$ cat src/rtl/hash_pkg.sv
// Shared constants and types for the byte-oriented hash: initial value,
// default round count and the sequencer state encoding.
package hash_pkg;

    localparam logic [7:0][7:0] HASH_IV         = 64'h6A09_E667_F3BC_C908;
    localparam int              HASH_NUM_ROUNDS = 64;

    typedef enum logic [1:0] {
        IDLE  = 2'd0,
        ROUND = 2'd1,
        DONE  = 2'd2
    } hash_seq_state_t;

    function automatic logic [7:0] rotl3(input logic [7:0] x);
        return {x[4:0], x[7:5]};
    endfunction

endpackage

$ cat src/rtl/hash_main_round.sv
// One combinational round of the hash: each state byte absorbs the message
// byte and its lane index, is rotated, and is mixed with its neighbour lane.
module hash_main_round
    import hash_pkg::*;
(
    input  logic [7:0]      M,
    input  logic [7:0][7:0] h,
    output logic [7:0][7:0] h_next
);

    for (genvar i = 0; i < 8; i++) begin : g_lane
        logic [7:0] sum;
        assign sum       = h[i] + M + 8'(i);
        assign h_next[i] = rotl3(sum) ^ h[(i + 1) % 8];
    end

endmodule

$ cat src/rtl/hash_round_seq.sv
// Iterative hash sequencer: applies one shared round NUM_ROUNDS times per byte.
// Optional abort input enabled by defining HASH_ROUND_SEQ_ABORT_EN.
module hash_round_seq
    import hash_pkg::*;
#(
    parameter int NUM_ROUNDS = HASH_NUM_ROUNDS
) (
    input  logic            clk,
    input  logic            rst,
    input  logic            msg_valid,
    input  logic [7:0]      msg_byte,
    input  logic            msg_last,
    output logic            msg_ready,
    output logic            digest_valid,
    output logic [7:0][7:0] digest,
    input  logic            digest_ready,
`ifdef HASH_ROUND_SEQ_ABORT_EN
    input  logic            abort,
`endif
    output logic            busy
);

    localparam int                CNT_W    = $clog2(NUM_ROUNDS);
    localparam logic [CNT_W-1:0]  LAST_RND = CNT_W'(NUM_ROUNDS - 1);

    hash_seq_state_t  state;
    hash_seq_state_t  state_next;
    logic [7:0][7:0]  h_reg;
    logic [7:0][7:0]  h_round;
    logic [7:0]       m_reg;
    logic             last_reg;
    logic [CNT_W-1:0] rnd_cnt;

    logic abort_now;
    logic accept;
    logic final_rnd;
    logic release_dig;

`ifdef HASH_ROUND_SEQ_ABORT_EN
    assign abort_now = abort;
`else
    assign abort_now = 1'b0;
`endif

    // Abort outranks a coincident byte offer in IDLE.
    assign accept      = (state == IDLE) && msg_valid && !abort_now;
    assign final_rnd   = (state == ROUND) && (rnd_cnt == LAST_RND);
    assign release_dig = (state == DONE) && digest_ready;

    hash_main_round u_round (
        .M      (m_reg),
        .h      (h_reg),
        .h_next (h_round)
    );

    always_ff @(posedge clk) begin
        if (rst) begin
            state <= IDLE;
        end else begin
            state <= state_next;
        end
    end

    always_comb begin
        state_next = state;
        if (abort_now) begin
            state_next = IDLE;
        end else begin
            unique case (state)
                IDLE:    if (accept)      state_next = ROUND;
                ROUND:   if (final_rnd)   state_next = last_reg ? DONE : IDLE;
                DONE:    if (release_dig) state_next = IDLE;
                default:                  state_next = IDLE;
            endcase
        end
    end

    always_comb begin
        msg_ready    = (state == IDLE);
        digest_valid = (state == DONE);
        busy         = (state != IDLE);
    end

    assign digest = h_reg;

    // Chained state persists across the bytes of one message; only a
    // delivered digest, reset or abort brings it back to the IV.
    always_ff @(posedge clk) begin
        if (rst) begin
            h_reg    <= HASH_IV;
            m_reg    <= 8'h00;
            last_reg <= 1'b0;
            rnd_cnt  <= '0;
        end else if (abort_now) begin
            h_reg    <= HASH_IV;
            rnd_cnt  <= '0;
        end else begin
            if (accept) begin
                m_reg    <= msg_byte;
                last_reg <= msg_last;
                rnd_cnt  <= '0;
            end
            if (state == ROUND) begin
                h_reg <= h_round;
                if (!final_rnd) begin
                    rnd_cnt <= rnd_cnt + 1'b1;
                end
            end
            if (release_dig) begin
                h_reg <= HASH_IV;
            end
        end
    end

endmodule

$ cat config.mk
export PLATFORM = sky130hd
export DESIGN_NAME = hash_round_seq
export DESIGN_NICKNAME = d
export VERILOG_FILES = /design/src/rtl/hash_pkg.sv /design/src/rtl/hash_main_round.sv /design/src/rtl/hash_round_seq.sv
export SDC_FILE = /design/constraint.sdc
export NUM_CORES = 1
export LEC_CHECK = 0
export CAP_MARGIN = 20
export CORE_MARGIN = 5
export CORE_UTILIZATION = 25
export CTS_CLUSTER_SIZE = 25
export DETAILED_ROUTE_END_ITERATION = 6
export PLACE_DENSITY_LB_ADDON = 0.05
export SLEW_MARGIN = 0
export SYNTH_ARGS = -nofsm -noshare
export SYNTH_HDL_FRONTEND = slang
export SYNTH_SLANG_ARGS = --single-unit
$ cat constraint.sdc
create_clock -name clk -period 4.95 [get_ports clk]
set_input_delay 0.495 -clock clk [delete_from_list [all_inputs] [get_ports clk]]
set_output_delay 0.495 -clock clk [all_outputs]
set_load 0.05 [all_outputs]
==> results.md <==
| Step | Result | This run |
| --- | --- | --- |
| critical path | Worst reg-to-reg path cell count | 10 |
| critical path | Data required time at the worst endpoint | 5.19 ns |
| clocking | Clock root cell | sky130_fd_sc_hd__clkbuf_16 |
| critical path | Worst Path Arrival | 3.29 ns |
| die | Std-Cell Core Area | 24110 sq um |
| grt | Number of global-route vias before repair | 5292 |
| timing | Post-layout worst setup margin | 1.900 ns |
| clocking | Clock tree from TritonCTS | done |
| cells and area | Number of non-filler instances in the completed layout | 1086 |
| yosys | Fraction of post-synthesis cell area in the top cell type by area | 0.2680 |
| placement | Dpl hpwl | 14.83 mm |
| clocking | Clk sinks | 81 |
| cells and area | Fin nets | 871 |
| hold path | Kind of path behind the tightest hold check | register to register |
| pwr | Cell leakage power | 3.177 nW |
| placement | Count of placed standard cells including taps | 1070 |
| routing | Number of nets with antenna violations after routing | 0 |
| timing | Max-slew violation count | 0 |
| routing | Iter 0 DRT Violations | 249 |
| timing | Total Negative Setup Slacks | 0 ns |
| critical path | Top fanout value on the critical path | 7 |
| grt | Overall track demand over capacity in global routing | 0.1524 |
| routing | 1st-pass router iterations | 4 |
| grt | Initial antenna violation count | 0 |
| yosys | Synthesized flop and latch total | 81 |
| yosys | Cell area after synthesis | 6051 sq um |
| clocking | Post-CTS clock slew at the launch and capture registers of the worst setup and hold paths | 0.07 ns |
| timing | Max Clock Freq | 0.3279 GHz |
| yosys | Synthesized net count | 808 |
| cells and area | Area added between synthesis and finish | 23.99% |
| placement | Placer congestion estimate | 0.7984 |
| grt | Wire length of the first global-routing pass | 31.26 mm |
| die | Starting Density | 0.2510 |
| clocking | Htree depth | 3 |
| critical path | Crit path launch type | register |
| yosys | Ranking of synthesized cells by area | sky130_fd_sc_hd__dfxtp_1 (27%), sky130_fd_sc_hd__ha_1 (19%), sky130_fd_sc_hd__xnor2_1 (11%), sky130_fd_sc_hd__xor2_1 (4.2%), sky130_fd_sc_hd__nand2_1 (3.9%) |
| cells and area | Most frequent standard cell in the layout excluding fill and tap cells | sky130_fd_sc_hd__ha_1 |
| die | Height of the die | 165.6 um |
| clocking | Bufs on Longest Clock Path | 2 |
| placement | # port buffers | 79 |
| cells and area | Share of final-layout standard cells stronger than drive strength 1 | 0.03543 |
| grt | Pin count of the biggest net entering global routing | 58 |
| die | Width of the die | 165.6 um |
| yosys | Post-synthesis cell count | 694 |
| yosys | Syn_area_per_cell | 8.719 sq um |
| yosys | Number of warnings issued by yosys | 0 |
| clocking | TritonCTS Buffers | 9 |
| timing | Final worst-path cycle share | 0.6162 |
| die | Placement row count | 57 |
| timing | Slew @ Worst Pin | 1.036 ns |
| timing | Endpoints failing hold | 0 |
| yosys | Top FF cell, synth | sky130_fd_sc_hd__dfxtp_1 |
| critical path | Critical path endpoint category | register |
| clocking | Worst skew pair latency | 0.35 ns |
| routing | Routed via count divided by cell count | 4.669 |
| yosys | Part of the Yosys area used for sequential elements | 0.2680 |
| hold path | Worst Hold Path Cells | 2 |
| routing | Average detailed-routed wire length per instance | 18.53 um |
| flow run | Max Cap Violations | 0 |
| cells and area | Max reg flops | 64 |
| yosys | Number of enable-type register cells in the synthesized netlist | 0 |
| status | Status | finished clean |
| placement | Pre-CTS setup slack | 1.727 ns |
| pwr | Power per cell area | 387.0 nW/um^2 |
| timing | Remaining max-slew budget at the tightest pin | 0.3079 |
| timing | Setup repair after global routing missed its margin | false |
| routing | Drt total wl | 20.13 mm |
| yosys | Synth unique cells | 49 |
| cells and area | Number of antenna repair diodes | 0 |
| routing | Number of design rule violations left after detail routing | 0 |
| cells and area | Commonest cells after routing, fill and taps aside | sky130_fd_sc_hd__ha_1 (93), sky130_fd_sc_hd__dfxtp_1 (81), sky130_fd_sc_hd__clkdlybuf4s50_1 (79) |
| routing | Vias after detailed routing | 5071 |
| grt | Overflow left after global routing | 0 |
| timing | Setup Viol. Count Final | 0 |
| yosys | Cell accounting for the most synthesized area | sky130_fd_sc_hd__dfxtp_1 |
| critical path | Kind of critical path | register to register |
| pwr | Max IR drop VDD | 0.0001509 V |
| timing | Worst Skew | 0.01173 ns |
| clocking | Number of gates given a new drive strength after cts | 0 |
| clocking | Post-CTS setup buffers | 0 |
| clocking | Hold buffer count at cts | 0 |
| timing | Post-layout min period | 3.050 ns |
| pwr | Total power draw | 2.904 mW |
| die | I/O pin total | 80 |
| yosys | Share of flip-flops with an asynchronous set or reset | 0 |
| die | Total die area | 27420 sq um |
-- worst paths after layout --
path / endpoint / startpoint / slack, ns
max: digest[18] / m_reg[1] / 1.90
min: last_reg / last_reg / 0.46
max reg2reg: digest[18] / m_reg[1] / 1.90
min reg2reg: last_reg / last_reg / 0.46
-- per-layer routing --
metal	vias to the layer above	global-route usage	wire length [um]
li1	2572	-	-
met1	2385	0.1985	9423
met2	95	0.2598	9648
met3	19	0.02408	654
met4	0	0.04537	400
met5	-	0	0
-- kinds of logic after synthesis --
| family | share of synthesized area |
|---|---|
| adders and majority gates | 0.2188 |
| AOI/OAI and AO/OA | 0.1758 |
| xor gates and xnor gates | 0.1549 |
| and+or+nand+nor | 0.1212 |
| buffers and inverters | 0.04963 |
| muxes | 0.01179 |
| DFF | 0.2680 |
-- layout make-up --
cell class | instances | area (sq um)
clock buffer | 10 | 229.0
fill | 2619 | 16600
tap | 324 | 405.4
multi-input combinational | 539 | 4144
timing repair buffer | 84 | 828.3
inverter | 42 | 157.7
clock inverter | 6 | 116.4
sequential | 81 | 1622
-- Yosys cell counts (5+ instances only) --
cell	instances
sky130_fd_sc_hd__a211oi_1	25
sky130_fd_sc_hd__a21o_1	16
sky130_fd_sc_hd__a21oi_1	47
sky130_fd_sc_hd__buf_2	12
sky130_fd_sc_hd__clkbuf_1	15
sky130_fd_sc_hd__dfxtp_1	81
sky130_fd_sc_hd__fa_1	8
sky130_fd_sc_hd__ha_1	93
sky130_fd_sc_hd__inv_1	42
sky130_fd_sc_hd__mux2i_1	6
sky130_fd_sc_hd__nand2_1	63
sky130_fd_sc_hd__nand3_1	12
sky130_fd_sc_hd__nand4_1	8
sky130_fd_sc_hd__nor2_1	46
sky130_fd_sc_hd__nor3_1	6
sky130_fd_sc_hd__o211ai_1	21
sky130_fd_sc_hd__o21ai_0	26
sky130_fd_sc_hd__or4_1	5
sky130_fd_sc_hd__xnor2_1	78
sky130_fd_sc_hd__xor2_1	29
-- worst max-delay path, cell delays in order, from the launching register on --
cell                      delay [ns]
sky130_fd_sc_hd__dfxtp_1        0.57
sky130_fd_sc_hd__inv_1          0.26
sky130_fd_sc_hd__ha_1           0.33
sky130_fd_sc_hd__inv_1          0.04
sky130_fd_sc_hd__ha_1           0.22
sky130_fd_sc_hd__fa_1           0.41
sky130_fd_sc_hd__a21o_1         0.17
sky130_fd_sc_hd__a21oi_1        0.22
sky130_fd_sc_hd__o21ai_0        0.15
sky130_fd_sc_hd__or4_1          0.48
sky130_fd_sc_hd__o311a_1        0.11
-- power by group --
part | internal (mW) | switching, mW | leakage [nW]
clock | 0.497 | 0.308 | 0.167
combinational | 0.517 | 0.709 | 2.34
sequential | 0.726 | 0.147 | 0.668
total | 1.74 | 1.16 | 3.18
-- through the flow --
stage	instance area (sq um)	utilization	hold WS, ns
3_5_place_dp	7157	0.2969	0.4521
2_1_floorplan	6051	-	0.4365
4_1_cts	7502	0.3112	0.4623
5_1_grt	7502	0.3112	0.4793
3_3_place_gp	7157	0.2969	0.4521
6_report	7502	0.3112	0.4638
Power figures use the tool's default switching activity.
